<file path="config.mk">
export PLATFORM = sky130hd
export DESIGN_NAME = gerenciador_vidas_flat
export DESIGN_NICKNAME = d
export VERILOG_FILES = /design/src/rtl/gerenciador_vidas_if.sv /design/src/rtl/gerenciador_vidas.sv /design/src/flat_wrapper.sv
export SDC_FILE = /design/constraint.sdc
export NUM_CORES = 1
export LEC_CHECK = 0
export ABC_AREA = 1
export BUFFER_PORTS_ARGS = -buffer_cell sky130_fd_sc_hd__buf_2
export CAP_MARGIN = 20
export CORE_UTILIZATION = 35
export DETAILED_ROUTE_END_ITERATION = 10
export PLACE_DENSITY = 0.6
export SETUP_SLACK_MARGIN = 0.4
export SLEW_MARGIN = 30
export SYNTH_ARGS = -nofsm -noshare
export SYNTH_HDL_FRONTEND = slang
export SYNTH_SLANG_ARGS = --single-unit
</file>
<file path="constraint.sdc">
create_clock -name clock -period 1.4 [get_ports clock]
set_input_delay 0.28 -clock clock [delete_from_list [all_inputs] [get_ports clock]]
set_output_delay 0.28 -clock clock [all_outputs]
set_load 0.03 [all_outputs]
</file>
<file path="src/rtl/gerenciador_vidas_if.sv">
// gerenciador_vidas_if: request/status bundle between the game datapath and
// the life manager.
//   perde_vida   : lose-one-life request, one cycle per request
//   ganha_vida   : gain-one-life request, one cycle per request
//   vidas        : current life count (LARGURA bits)
//   invulneravel : post-loss invulnerability window active
//   fim_jogo     : game over, latched until reset
//   perda_pulso  : one-cycle pulse for each accepted loss
// master drives the requests and reads the status. slave is the life manager.
interface gerenciador_vidas_if #(
  parameter int LARGURA = 3
);
  logic               perde_vida;
  logic               ganha_vida;
  logic [LARGURA-1:0] vidas;
  logic               invulneravel;
  logic               fim_jogo;
  logic               perda_pulso;

  modport master (
    output perde_vida, ganha_vida,
    input  vidas, invulneravel, fim_jogo, perda_pulso
  );

  modport slave (
    input  perde_vida, ganha_vida,
    output vidas, invulneravel, fim_jogo, perda_pulso
  );
endinterface

</file>
<file path="src/rtl/gerenciador_vidas.sv">
// gerenciador_vidas: player life manager.
// It keeps a life count that saturates at VIDAS_MAX.
// After each loss it opens an invulnerability window that lasts INVULN_CICLOS
// cycles. It latches game-over when the count reaches zero.
// Ports:
//   clock : rising-edge clock
//   reset : synchronous, active-high reset
//   bus   : gerenciador_vidas_if.slave (requests in, registered status out)
// Build option:
//   GANHO_VIDA_EN - when defined, ganha_vida adds a life.
//                   When undefined, ganha_vida is ignored and no gain logic
//                   is built.
// States: JOGANDO (normal play), INVULNERAVEL (losses ignored), FIM (absorbing).
module gerenciador_vidas #(
  parameter int LARGURA        = 3,
  parameter int VIDAS_INICIAIS = 3,
  parameter int VIDAS_MAX      = 7,
  parameter int INVULN_CICLOS  = 4
) (
  input logic                  clock,
  input logic                  reset,
  gerenciador_vidas_if.slave   bus
);

  // The timer counts INVULN_CICLOS-1 down to 0. It keeps at least one bit
  // even when the window is disabled.
  localparam int TW = (INVULN_CICLOS > 0) ? $clog2(INVULN_CICLOS + 1) : 1;
  localparam logic [TW-1:0]      TCARGA = TW'((INVULN_CICLOS > 0) ? INVULN_CICLOS - 1 : 0);
  localparam logic [LARGURA-1:0] VINI   = LARGURA'(VIDAS_INICIAIS);
  localparam logic [LARGURA-1:0] VUM    = LARGURA'(1);

  typedef enum logic [1:0] {
    JOGANDO      = 2'd0,
    INVULNERAVEL = 2'd1,
    FIM          = 2'd2
  } estado_t;

  estado_t            estado;
  logic [TW-1:0]      timer;
  logic [LARGURA-1:0] vidas_q;
  logic               inv_q;
  logic               fim_q;
  logic               pulso_q;

  // ganho is the effective gain request.
  // vidas_inc is the saturated count after a gain.
  logic               ganho;
  logic [LARGURA-1:0] vidas_inc;

`ifdef GANHO_VIDA_EN
  localparam logic [LARGURA-1:0] VMAX = LARGURA'(VIDAS_MAX);
  assign ganho     = bus.ganha_vida;
  assign vidas_inc = (vidas_q >= VMAX) ? VMAX : vidas_q + VUM;
`else
  // Gain is disabled, so the count after a "gain" is just the current count.
  assign ganho     = 1'b0;
  assign vidas_inc = vidas_q;
`endif

  always_ff @(posedge clock) begin
    if (reset) begin
      estado  <= JOGANDO;
      timer   <= '0;
      vidas_q <= VINI;
      inv_q   <= 1'b0;
      fim_q   <= 1'b0;
      pulso_q <= 1'b0;
    end else begin
      pulso_q <= 1'b0;
      case (estado)
        JOGANDO: begin
          // A loss and a gain in the same cycle cancel each other.
          if (bus.perde_vida && !ganho) begin
            pulso_q <= 1'b1;
            if (vidas_q == VUM) begin
              vidas_q <= '0;
              estado  <= FIM;
              fim_q   <= 1'b1;
            end else begin
              vidas_q <= vidas_q - VUM;
              if (INVULN_CICLOS > 0) begin
                estado <= INVULNERAVEL;
                inv_q  <= 1'b1;
                timer  <= TCARGA;
              end
            end
          end else if (ganho && !bus.perde_vida) begin
            vidas_q <= vidas_inc;
          end
        end

        INVULNERAVEL: begin
          // Losses are ignored here. A gain still counts.
          if (ganho) vidas_q <= vidas_inc;
          if (timer == '0) begin
            estado <= JOGANDO;
            inv_q  <= 1'b0;
          end else begin
            timer <= timer - 1'b1;
          end
        end

        FIM: begin
          // Absorbing state: hold until reset.
          vidas_q <= '0;
          fim_q   <= 1'b1;
          inv_q   <= 1'b0;
        end

        default: begin
          estado <= JOGANDO;
          inv_q  <= 1'b0;
          fim_q  <= 1'b0;
        end
      endcase
    end
  end

  assign bus.vidas        = vidas_q;
  assign bus.invulneravel = inv_q;
  assign bus.fim_jogo     = fim_q;
  assign bus.perda_pulso  = pulso_q;

endmodule

</file>
<file path="src/flat_wrapper.sv">
// flat-port wrapper written by rule: the top's interface ports become plain ports
module gerenciador_vidas_flat 
#(
  parameter int LARGURA        = 3,
  parameter int VIDAS_INICIAIS = 3,
  parameter int VIDAS_MAX      = 7,
  parameter int INVULN_CICLOS  = 4
)
  (clock, reset, bus_perde_vida, bus_ganha_vida, bus_vidas, bus_invulneravel, bus_fim_jogo, bus_perda_pulso);
  gerenciador_vidas_if #(.LARGURA(LARGURA)) bus_i ();
  input logic clock;
  input logic reset;
  input wire logic [$bits(bus_i.perde_vida)-1:0] bus_perde_vida;
  input wire logic [$bits(bus_i.ganha_vida)-1:0] bus_ganha_vida;
  output wire logic [$bits(bus_i.vidas)-1:0] bus_vidas;
  output wire logic [$bits(bus_i.invulneravel)-1:0] bus_invulneravel;
  output wire logic [$bits(bus_i.fim_jogo)-1:0] bus_fim_jogo;
  output wire logic [$bits(bus_i.perda_pulso)-1:0] bus_perda_pulso;
  assign bus_i.perde_vida = bus_perde_vida;
  assign bus_i.ganha_vida = bus_ganha_vida;
  assign bus_vidas = bus_i.vidas;
  assign bus_invulneravel = bus_i.invulneravel;
  assign bus_fim_jogo = bus_i.fim_jogo;
  assign bus_perda_pulso = bus_i.perda_pulso;
  gerenciador_vidas #(.LARGURA(LARGURA), .VIDAS_INICIAIS(VIDAS_INICIAIS), .VIDAS_MAX(VIDAS_MAX), .INVULN_CICLOS(INVULN_CICLOS)) u_core (.clock(clock), .reset(reset), .bus(bus_i));
endmodule
</file>
Word level (Yosys, flattened, before mapping)
Cells that the tools add are included.
Widths: inputs -> output; s select.
Cells by class
  add/subtract/negate cells: 2
  multiply operators: 0
  div/mod/pow operators: 0
  $lt $le $gt $ge: 0
  eq/ne operators: 8
  shift operators: 0
  muxes and demuxes: 19
  bitwise operators: 3
  reduce and logical (&&, ||, !) cells: 10
Operators by type and width (number)
  $mux 3: 5
  $pmux 3 s2: 2
  $reduce_and 3->1: 3
  $mux 1: 6
  $mux 2: 3
  $ne 2x2->1 const B: 3
  $pmux 2 s3: 1
  $sub 3x1->3 const B: 2
  $ne 2x1->1 const B: 2
  $reduce_and 4->1: 1
  $reduce_bool 2->1: 2
  $eq 3x1->1 const B: 1
  $logic_not 3->1: 1
  $not 1->1: 3
  $pmux 1 s3: 1
  $eq 2x1->1 const B: 1
  $eq 2x2->1 const B: 1
  $logic_not 2->1: 1
  $pmux 1 s2: 1
  $reduce_and 2->1: 1
  $reduce_or 2->1: 1
Word-level totals
  flip-flop bits (word level): 11
  bits in latches: 0
  bits in writable memories: 0
  ROM bits: 0
  input port bits: 4
  output and inout port bits: 6
  logic and storage cells: 48
  memories: 0

Logic depth before layout (Yosys ltp)
  depth in word-level cells: 4
  depth in mapped cells: 8
  gate-level depth less buffers: 8

Least setup slack after synthesis
OpenSTA, ideal clock, no wires.
  path type: flip-flop to flip-flop
  start: reg u_core.vidas_q[1] (netlist: u_core.bus.vidas[1])
  end: reg u_core.timer[2]
  library setup time: 66 ps
  arrival time: 1217 ps
  required time: 1334 ps
  slack: 117 ps
  stages on the path, launching flop included: 8
  path buffers: 0
  clock period less this slack: 1283 ps
  cells stage by stage: dfxtp_1 -> inv_1 -> ha_1 -> nand2_1 -> nand3_2 -> nand2_2 -> nand2_1 -> a21oi_2
On the way
  cells in the longest elaborated chain, start to end: 3
RTL lines
  start: declaration: line gerenciador_vidas.sv:40  | logic [LARGURA-1:0] vidas_q;
  start signal: assignment: line gerenciador_vidas.sv:80  | vidas_q <= vidas_q - VUM;
  start signal: assignment: line gerenciador_vidas.sv:88  | vidas_q <= vidas_inc;
  start signal: assignment: line gerenciador_vidas.sv:94  | if (ganho) vidas_q <= vidas_inc;
  $eq 3x1->1: line gerenciador_vidas.sv:75  | if (vidas_q == VUM) begin
  $ne 2x2->1 (no source line)
  $reduce_and 4->1 (no source line)
  end signal: assignment: line gerenciador_vidas.sv:99  | timer <= timer - 1'b1;
  end: declaration: line gerenciador_vidas.sv:39  | logic [TW-1:0] timer;
Every way passes these cells.
A chain may end at the register's enable or synchronous reset.

Worst setup path after layout
  start: reg u_core.vidas_q[0] (netlist: u_core.bus.vidas[0])
  end: out bus_vidas[0]
RTL lines
  end: declaration: line flat_wrapper.sv:15  | output wire logic [$bits(bus_i.vidas)-1:0] bus_vidas;
No word-level cell between the ends.

==> impl_metrics.env <==
export IMPL_status="finished, final reports clean"
export IMPL_avgSynthCellArea_um2=7.36
export IMPL_worstSkewPairLatency_ps=270
export IMPL_path_cells="buf_6"
export IMPL_cts_root_buf="clkbuf_4"
export IMPL_dr_pass1_iters=3
export IMPL_period_needed_ps=1060
export IMPL_crit_arrival_ps=780
export IMPL_cp_top_family="flip-flops"
export IMPL_synth_fp_nets=85
export IMPL_vias=536
export IMPL_post_route_period_util=0.760
export IMPL_grt_usage=0.167
export IMPL_cts_clk_slew_worst_paths_ps=70
export IMPL_synth_cell_types=17
export IMPL_dp_hpwl_um=817
export IMPL_hold_path_class="input pin to register"
export IMPL_synth_seq_cells=11
export IMPL_fillers=153
export IMPL_worst_path_buf_inv=1
export IMPL_post_drt_wl_per_cell_um=10.8
export IMPL_cts_tree="yes"
export IMPL_crit_path_start_kind="register"
export IMPL_crit_fanout=4
export IMPL_grt_pass1_wl_mm=2.17
export IMPL_setup_viol=0
export IMPL_drt_wl_total_mm=1.20
export IMPL_synthCells=77
export IMPL_syn_to_final_growth_pct=55.8
export IMPL_maxSlewHeadroom=0.877
export IMPL_gp_congestion=0.825
export IMPL_drc=0
export IMPL_path_class="register to output pin"
export IMPL_start_util=0.376
export IMPL_critPathSlowestCell="dfxtp_4"
export IMPL_power_mw=1.13
export IMPL_antenna_found_initial=0
export IMPL_hold_viol=0
export IMPL_antenna_left=0
export IMPL_stdcell_count=111
export IMPL_yosysWarnings=0
export IMPL_die_h_um=42.2
export IMPL_synth_seq_area_share=0.389
export IMPL_p_per_area_nw_per_um2=1280
export IMPL_final_nets=104
export IMPL_coreArea_um2=1510
export IMPL_clockBufferDepth=2
export IMPL_irDropWorstVdd_mv=0.707
export IMPL_h_tree_depth=1
export IMPL_syn_area_um2=567
export IMPL_fin_skew_ps=5.54
export IMPL_timing_final_max_slew_violations=0
export IMPL_cap_violations=0
export IMPL_static_leakage_power_nw=0.392
export IMPL_max_stage_delay_ps=380
export IMPL_rsz0062_at_grt="yes"
export IMPL_io_pins=10
export IMPL_numPortBuffers=8
export IMPL_grt_pass1_vias=544
export IMPL_crit_required_ps=1120
export IMPL_grt_max_degree=8
export IMPL_drive_gt1_frac=0.568
export IMPL_num_rows=14
export IMPL_tightest_slew_ps=184
export IMPL_max_freq_mhz=939
export IMPL_antenna_cells=0
export IMPL_finalSetupTns_ps=0
export IMPL_drt_iter0_markers=5
export IMPL_end_kind="output pin"
export IMPL_placed_cells=101
export IMPL_die_area_um2=1780
export IMPL_r2r_slack_ps=360
export IMPL_cts_sinks=11
export IMPL_fin_util=0.586
export IMPL_viasPerCell=4.83
export IMPL_gr_total_overflow=0
export IMPL_fp_dieW_um=42.2
export IMPL_cts_buffers=3
==> cell usage after synthesis, drive strengths merged <==
cell	number	area [um2]
ha	4	50.1
nand4	1	6.26
inv	15	56.3
nor2	6	27.5
nand2	20	80.1
nand3	9	55.1
nand3b	1	7.51
dfxtp	11	220
o21ai	1	5.00
o211ai	1	7.51
a21oi	7	46.3
nor3	1	5.00
==> what timing repair did <==
item                       4_1_cts  5_1_grt
setup endpoints to repair       16       15
buffers inserted                 4        2
hold buffers                     0        0
gates resized for setup         39        6
pin swaps                        9        7
==> path summary, 6_finish.rpt <==
check | cells past startpoint | endpoint | start
setup / recovery | 1 | bus_vidas[0] | u_core.bus.vidas[0]
hold / removal | 2 | u_core.bus.fim_jogo | reset
setup reg to reg | 7 | u_core.timer[2] | u_core.bus.vidas[1]
hold reg to reg | 2 | u_core.bus.invulneravel | u_core.bus.invulneravel
==> sequential cells by signal, indices dropped and copies added (netlist names) <==
name,count
u_core.bus.invulneravel,1
u_core.bus.vidas,3
u_core.bus.perda_pulso,1
u_core.bus.fim_jogo,1
u_core.estado,2
u_core.timer,3
==> area by class of cell <==
| type | count | area (um2) | area share |
|---|---|---|---|
| multi-input cells | 51 | 408 | 0.462 |
| flip-flops and latches | 11 | 243 | 0.275 |
| repair buffers | 14 | 123 | 0.139 |
| inverters | 15 | 63.8 | 0.0722 |
| clock buffers | 4 | 26.3 | 0.0297 |
| well taps | 16 | 20.0 | 0.0227 |
==> cell families (layout without fill, tap and decap cells) <==
logic type,count (synthesis),in the layout,synth area share
AOI/OAI and AO/OA,9,9,0.104
buffers and inverters,15,33,0.0993
adders and majority gates,4,4,0.0883
DFF,11,11,0.389
and+or+nand+nor,38,38,0.320
==> stage by stage <==
step	cell area, um2	hold slack (ps)	setup WS (ps)
after global routing	883	261	305
final	883	258	335
after floorplan	606	342	366
after global placement	666	430	301
after detailed placement	666	445	302
after CTS	848	248	326
==> power by group <==
part           total (mW)  internal (mW)  switching (mW)  leakage, nW
clock network       0.219          0.110           0.108       0.0150
logic               0.492          0.216           0.276        0.283
registers           0.420          0.369          0.0506       0.0944
==> placed cells by master, fill, tap and decap left out, drive strengths merged <==
cell / Yosys / final
clkbuf: 0 / 4
buf: 0 / 14
inv: 15 / 15
a21oi: 7 / 7
nor3: 1 / 1
nor2: 6 / 6
o21ai: 1 / 1
nand4: 1 / 1
o211ai: 1 / 1
nand2: 20 / 20
nand3: 9 / 9
dfxtp: 11 / 11
nand3b: 1 / 1
ha: 4 / 4
==> per-layer routing <==
| layer | part of all wire | global-route usage | vias up |
|---|---|---|---|
| met2 | 0.47 | 0.258 | 9 |
| met4 | 0.024 | 0.0938 | 0 |
| li1 | - | - | 281 |
| met5 | 0 | 0 | - |
| met3 | 0.047 | 0.0776 | 4 |
| met1 | 0.46 | 0.187 | 242 |
Note: power is estimated with default switching activity, not from simulation.
